===== config.mk =====
export PLATFORM = sky130hd
export DESIGN_NAME = dsp_mac_sequencer
export DESIGN_NICKNAME = d
export VERILOG_FILES = /design/src/rtl/dsp_seq_pkg.sv /design/src/rtl/dsp_seq_delay_line.sv /design/src/rtl/dsp_mac_sequencer.sv
export SDC_FILE = /design/constraint.sdc
export NUM_CORES = 1
export LEC_CHECK = 0
export BUFFER_PORTS_ARGS = -buffer_cell sky130_fd_sc_hd__buf_2
export CAP_MARGIN = 10
export CELL_PAD_IN_SITES_DETAIL_PLACEMENT = 1
export CELL_PAD_IN_SITES_GLOBAL_PLACEMENT = 2
export CORE_AREA = 4 4 134 104
export CTS_CLUSTER_DIAMETER = 40
export DETAILED_ROUTE_END_ITERATION = 7
export DIE_AREA = 0 0 138 108
export GPL_TIMING_DRIVEN = 0
export PLACE_DENSITY = 0.86
export SYNTH_ARGS = -nofsm -noshare
export SYNTH_HDL_FRONTEND = slang
export SYNTH_HIERARCHICAL = 1
export SYNTH_SLANG_ARGS = --single-unit
export TNS_END_PERCENT = 1

===== constraint.sdc =====
create_clock -name clk -period 3.31 [get_ports clk]
set_clock_uncertainty 0.2 [all_clocks]
set_input_delay 0.4965 -clock clk [delete_from_list [all_inputs] [get_ports clk]]
set_output_delay 0.4965 -clock clk [all_outputs]
set_load 0.01 [all_outputs]

===== src/rtl/dsp_seq_pkg.sv =====
// Shared constants and types for the DSP MAC sequencer: slice control codes,
// sequencer states and the per-slot OPMODE tag carried down the pipeline.
package dsp_seq_pkg;

  localparam logic [6:0] OPM_FIRST   = 7'b000_0101;  // Z=0, X=Y=M
  localparam logic [6:0] OPM_ACC     = 7'b010_0101;  // Z=P, X=Y=M
  localparam logic [6:0] OPM_HOLD    = 7'b010_0000;  // Z=P, X=Y=0
  localparam logic [3:0] ALUMODE_ADD = 4'b0000;
  localparam logic [4:0] INMODE_AB2  = 5'b00000;

  typedef enum logic [1:0] {IDLE, ACCUM, DRAIN, OUT} state_t;
  typedef enum logic [1:0] {NONE, FIRST, ACC} tag_t;

  // slot=1 marks a cycle that owns the ALU (a real tap or a stall bubble);
  // a bubble is slot=1 with tag NONE, so it holds P while still clocking CEP.
  typedef struct packed {
    logic slot;
    tag_t tag;
  } slot_t;

  function automatic logic [6:0] tag_to_opmode(input tag_t t);
    case (t)
      FIRST:   return OPM_FIRST;
      ACC:     return OPM_ACC;
      default: return OPM_HOLD;
    endcase
  endfunction

endpackage


===== src/rtl/dsp_seq_delay_line.sv =====
// Fixed-depth shift register with asynchronous active-low clear.
// DEPTH=0 degenerates to a wire.
module dsp_seq_delay_line #(
  parameter int DEPTH = 1,
  parameter int WIDTH = 1
) (
  input  logic             clk,
  input  logic             rst_n,
  input  logic [WIDTH-1:0] d,
  output logic [WIDTH-1:0] q
);

  if (DEPTH == 0) begin : g_wire
    assign q = d;
  end else begin : g_shift
    for (genvar gi = 0; gi < DEPTH; gi++) begin : g_stage
      logic [WIDTH-1:0] stage_reg;
      if (gi == 0) begin : g_head
        always_ff @(posedge clk or negedge rst_n) begin
          if (!rst_n) stage_reg <= '0;
          else        stage_reg <= d;
        end
      end else begin : g_tail
        always_ff @(posedge clk or negedge rst_n) begin
          if (!rst_n) stage_reg <= '0;
          else        stage_reg <= g_stage[gi-1].stage_reg;
        end
      end
    end
    assign q = g_stage[DEPTH-1].stage_reg;
  end

endmodule


===== src/rtl/dsp_mac_sequencer.sv =====
// Feeds NTAPS (sample, coeff) pairs per group into one DSP slice and returns the dot product.
// Optional macro DSP_SEQ_SAT_EN: saturate the result to OUT_W signed range and flag res_ovf.
module dsp_mac_sequencer
  import dsp_seq_pkg::*;
#(
  parameter int NTAPS    = 8,
  parameter int PIPE_LAT = 3,
  parameter int OPM_DLY  = 1,
  parameter int OUT_W    = 32
) (
  input  logic             clk,
  input  logic             RSTN,
  input  logic             in_valid,
  output logic             in_ready,
  input  logic [29:0]      in_a,
  input  logic [17:0]      in_b,
  output logic [29:0]      dsp_A,
  output logic [17:0]      dsp_B,
  output logic [6:0]       dsp_OPMODE,
  output logic [3:0]       dsp_ALUMODE,
  output logic [4:0]       dsp_INMODE,
  output logic             dsp_CEAB,
  output logic             dsp_CEP,
  input  logic [47:0]      dsp_P,
  output logic             res_valid,
  input  logic             res_ready,
  output logic [OUT_W-1:0] res_data,
  output logic             res_ovf
);

  localparam int CNT_W = (NTAPS > 1) ? $clog2(NTAPS) : 1;
  localparam logic [CNT_W-1:0] LAST_TAP = CNT_W'(NTAPS - 1);

  state_t           state_reg, state_next;
  logic [CNT_W-1:0] tap_cnt_reg, tap_cnt_next;
  logic             in_ready_reg, ceab_reg, cep_reg, last_drv_reg;
  logic [29:0]      a_reg;
  logic [17:0]      b_reg;
  slot_t            drv_slot_reg, drv_slot_next, opm_slot;
  logic             res_valid_reg, res_ovf_reg, res_ovf_next, capture;
  logic [OUT_W-1:0] res_data_reg, res_data_next;
  logic             hs_in, last_tap;

  assign hs_in    = in_valid & in_ready_reg;
  assign last_tap = (tap_cnt_reg == LAST_TAP);

  always_comb begin
    state_next   = state_reg;
    tap_cnt_next = tap_cnt_reg;
    case (state_reg)
      IDLE, ACCUM: begin
        if (hs_in) begin
          if (last_tap) begin
            state_next   = DRAIN;
            tap_cnt_next = '0;
          end else begin
            state_next   = ACCUM;
            tap_cnt_next = tap_cnt_reg + 1'b1;
          end
        end
      end
      DRAIN:   if (capture) state_next = OUT;
      OUT:     if (res_ready) state_next = IDLE;
      default: state_next = IDLE;
    endcase
  end

  // Only cycles inside a group own an ALU slot; IDLE and DRAIN leave P untouched.
  always_comb begin
    drv_slot_next.slot = hs_in | (state_reg == ACCUM);
    drv_slot_next.tag  = NONE;
    if (hs_in) drv_slot_next.tag = (state_reg == IDLE) ? FIRST : ACC;
  end

  always_ff @(posedge clk or negedge RSTN) begin
    if (!RSTN) begin
      state_reg    <= IDLE;
      tap_cnt_reg  <= '0;
      in_ready_reg <= 1'b0;
      a_reg        <= '0;
      b_reg        <= '0;
      ceab_reg     <= 1'b0;
      drv_slot_reg <= '0;
      last_drv_reg <= 1'b0;
      cep_reg      <= 1'b0;
    end else begin
      state_reg    <= state_next;
      tap_cnt_reg  <= tap_cnt_next;
      in_ready_reg <= (state_next == IDLE) || (state_next == ACCUM);
      ceab_reg     <= hs_in;
      if (hs_in) begin
        a_reg <= in_a;
        b_reg <= in_b;
      end
      drv_slot_reg <= drv_slot_next;
      last_drv_reg <= hs_in & last_tap;
      cep_reg      <= opm_slot.slot;
    end
  end

  dsp_seq_delay_line #(.DEPTH(OPM_DLY), .WIDTH($bits(slot_t))) u_opm_dly (
    .clk   (clk),
    .rst_n (RSTN),
    .d     (drv_slot_reg),
    .q     (opm_slot)
  );

  // The last tap's drive flag reaches the end exactly when P holds the final sum.
  dsp_seq_delay_line #(.DEPTH(PIPE_LAT), .WIDTH(1)) u_cap_dly (
    .clk   (clk),
    .rst_n (RSTN),
    .d     (last_drv_reg),
    .q     (capture)
  );

`ifdef DSP_SEQ_SAT_EN
  localparam logic signed [47:0] SAT_MAX = (48'sd1 <<< (OUT_W - 1)) - 48'sd1;
  localparam logic signed [47:0] SAT_MIN = -(48'sd1 <<< (OUT_W - 1));

  always_comb begin
    res_data_next = dsp_P[OUT_W-1:0];
    res_ovf_next  = 1'b0;
    if ($signed(dsp_P) > SAT_MAX) begin
      res_data_next = SAT_MAX[OUT_W-1:0];
      res_ovf_next  = 1'b1;
    end else if ($signed(dsp_P) < SAT_MIN) begin
      res_data_next = SAT_MIN[OUT_W-1:0];
      res_ovf_next  = 1'b1;
    end
  end
`else
  logic unused_p_hi;
  assign unused_p_hi   = ^dsp_P;
  assign res_data_next = dsp_P[OUT_W-1:0];
  assign res_ovf_next  = 1'b0;
`endif

  always_ff @(posedge clk or negedge RSTN) begin
    if (!RSTN) begin
      res_valid_reg <= 1'b0;
      res_data_reg  <= '0;
      res_ovf_reg   <= 1'b0;
    end else if (capture) begin
      res_valid_reg <= 1'b1;
      res_data_reg  <= res_data_next;
      res_ovf_reg   <= res_ovf_next;
    end else if (res_valid_reg && res_ready) begin
      res_valid_reg <= 1'b0;
    end
  end

  assign in_ready    = in_ready_reg;
  assign dsp_A       = a_reg;
  assign dsp_B       = b_reg;
  assign dsp_CEAB    = ceab_reg;
  assign dsp_CEP     = cep_reg;
  assign dsp_OPMODE  = tag_to_opmode(opm_slot.tag);
  assign dsp_ALUMODE = ALUMODE_ADD;
  assign dsp_INMODE  = INMODE_AB2;
  assign res_valid   = res_valid_reg;
  assign res_data    = res_data_reg;
  assign res_ovf     = res_ovf_reg;

endmodule


==> flow_metrics.tcl <==
set metrics [dict create \
    yosysWarnings 6 \
    drive_gt1_frac 0.681 \
    place_congestion 0.768 \
    post-route-drc-count 0 \
    yosysUniqueCellTypes 21 \
    rsz0062_at_grt "false" \
    hold_depth 0 \
    placedCellCount 588 \
    grt_pass1_vias 2770 \
    largest_reg_flops 32 \
    io_pins 201 \
    clock_latency_ns 0.33 \
    min_to "u_opm_dly/q[0]" \
    synth_area_leader_cell "dfrtp_1" \
    min_from "drv_slot_reg[0]" \
    maxCapViolCount 0 \
    pre_cts_ws_ns 1.58 \
    dpl.hpwl_um 7270 \
    dieArea_um2 14900 \
    postCtsSetupBuffers 0 \
    cts-root-buf "clkbuf_16" \
    grt_first_pass_wirelength_um 14500 \
    h-tree-depth 3 \
    leakage_nw 2.63 \
    syn_inst 233 \
    clockBufferDepth 2 \
    max_freq_ghz 0.508 \
    ys.flop_type "dfrtp_1" \
    core_um2 12700 \
    r2r_slack_ns 1.73 \
    fp-row-count 36 \
    antenna_left 0 \
    numCtsBuffers 9 \
    outcome "complete, no violations" \
    vias 2504 \
    route.met3.wl_um 609 \
    area_growth_pct 37.1 \
    hold_violations 0 \
    synth_top_family_by_area "multiplexers" \
    r2r_cells 4 \
    area.sequential_um2 2480 \
    wl_met2_um 4720 \
    drt-met1-wl_um 3750 \
    yosysMostFrequentCell "dfrtp_1" \
    finalCritPeriodShare 0.595 \
    cp.required_ns 2.61 \
    max_slew_margin 0.584 \
    fp.dieH_um 108 \
    portBuffers 170 \
    synth-compound-area-share 0.0115 \
    clock_sinks 99 \
    r2r_start "tap_cnt_reg[0]" \
    synth_xor_area_frac 0 \
    synth_async_sr_flop_share 1.00 \
    netlist_area_um2 3810 \
    tightest_slew_ns 0.623 \
    min_path_type "register to register" \
    setup_ws_ns 1.34 \
    grt_max_degree 54 \
    crit_start "u_opm_dly/q[0]" \
    yosys.area.top_type_share 0.650 \
    yosys-top-cells-count "99 x dfrtp_1, 79 x mux2_2, 17 x buf_4, 6 x inv_1, 5 x clkbuf_8" \
    fin_tns_setup_ns 0 \
    setup_viol 0 \
    die_w_um 138 \
    drt_iter0_drc 64 \
    end_kind "primary output" \
    top_layer_used "met4" \
    firstDrtPassIters 4 \
    syn_area_per_cell_um2 16.4 \
    synth.mux.area_fraction 0.249 \
    ys_seq_area_frac 0.650 \
    fill_cells 1384 \
    cp_max_fo 2 \
    ys_seq_elements 99 \
    track_usage 0.122 \
    antenna_cells 0 \
    cp-start-kind "register" \
    initial_core_util 0.300 \
    synth_edf_count 0 \
    globalRouteOverflowTotal 0 \
    clk_pin_slew_ns 0.06 \
    finalPower_mw 4.56 \
    vias_per_cell 4.15 \
    multiInputGateArea_um2 1150 \
    crit_type "register to primary output" \
    power_density_nw_per_um2 871 \
    synth-simple-area-share 0.0141 \
    maxSlewViolCount 0 \
    fin_nets 533 \
    cts_tree "done" \
    routed_wl_um 9130 \
    ys_top_cells_by_area "dfrtp_1 65%, mux2_2 23%, buf_4 3.3%" \
    instances_no_fill 604 \
    min_period_ns 1.97 \
    max-vdd-ir-drop_mv 0.331 \
    drt-wirelength-per-cell_um 15.1 \
    synthAdderAreaFrac 0.0131 \
    antenna_found_initial 0 \
    cp.arrival_ns 1.27 \
]
timing repair:
| item | 4_1_cts | 5_1_grt |
|---|---|---|
| hold buffers | 1 | 0 |
| hold endpoints to repair | 20 | 0 |
| gates resized for setup | 0 | 0 |
| endpoints found under the setup margin | 0 | 0 |
final cells by class:
type / count / share of cell area
flip-flops and latches: 99 / 0.474
repair buffers: 172 / 0.170
plain buffers: 25 / 0.0405
multi-input cells: 116 / 0.220
inverters: 6 / 0.00431
clock inverters: 4 / 0.00551
well taps: 171 / 0.0409
clock buffers: 11 / 0.0445
logic make-up (layout without fill, tap and decap cells):
logic type	Yosys count	after routing
multiplexers	83	83
flip-flops	99	99
buffers and inverters	31	218
AND/OR/NAND/NOR	9	9
AO/OA/AOI/OAI	6	6
other	1	14
adder cells (fa/ha/maj)	4	4
critical path, cell delays in order, from the launching register on:
cell	delay, ns
dfrtp_1	0.36
ha_1	0.28
inv_1	0.07
buf_4	0.10
buf_2	0.13
layout by cell type, fill, tap and decap left out:
cell,instances
buf_16,1
conb_1,14
nand2_1,1
o211ai_1,1
clkinvlp_4,2
a21o_1,1
mux2_4,4
nor2_1,4
o31ai_1,1
dfrtp_1,99
dlygate4sd3_1,1
and3_2,1
nand2_4,1
clkinv_2,1
inv_1,6
mux2_2,79
buf_2,172
o21ai_0,1
buf_4,18
clkbuf_16,9
a22oi_1,1
a22o_1,1
clkbuf_1,2
clkbuf_8,5
nor3_1,1
nor2_4,1
ha_1,4
clkinv_4,1
through the flow:
stage                      util  cell area, µm²  hold slack [ns]
after floorplan               -            3860         0.000909
after global placement    0.388            4930            0.133
after detailed placement  0.390            4960            0.136
after CTS                 0.412            5230            0.151
after global routing      0.412            5230            0.166
final                     0.412            5230            0.149
metal layers:
metal,global-route usage,vias up
met5,0,-
met4,0.0275,0
li1,-,1157
met1,0.144,1239
met2,0.215,99
met3,0.0477,9
where the power goes:
group | internal [mW] | leakage [nW] | switching, mW
sequential | 1.72 | 1.18 | 0.246
clock | 0.506 | 0.122 | 0.421
combinational | 0.885 | 1.34 | 0.783
total | 3.11 | 2.63 | 1.45
worst max path at each step:
stage,endpoint,cells after the start,slack [ns]
global route,dsp_OPMODE[2],5,1.27
detailed placement,dsp_B[8],4,1.58
floorplan,dsp_OPMODE[2],3,1.76
CTS,dsp_OPMODE[2],5,1.29
global placement,res_data[28],1,0.50
finish,dsp_OPMODE[2],4,1.34
(Power assumes the default switching activity.)
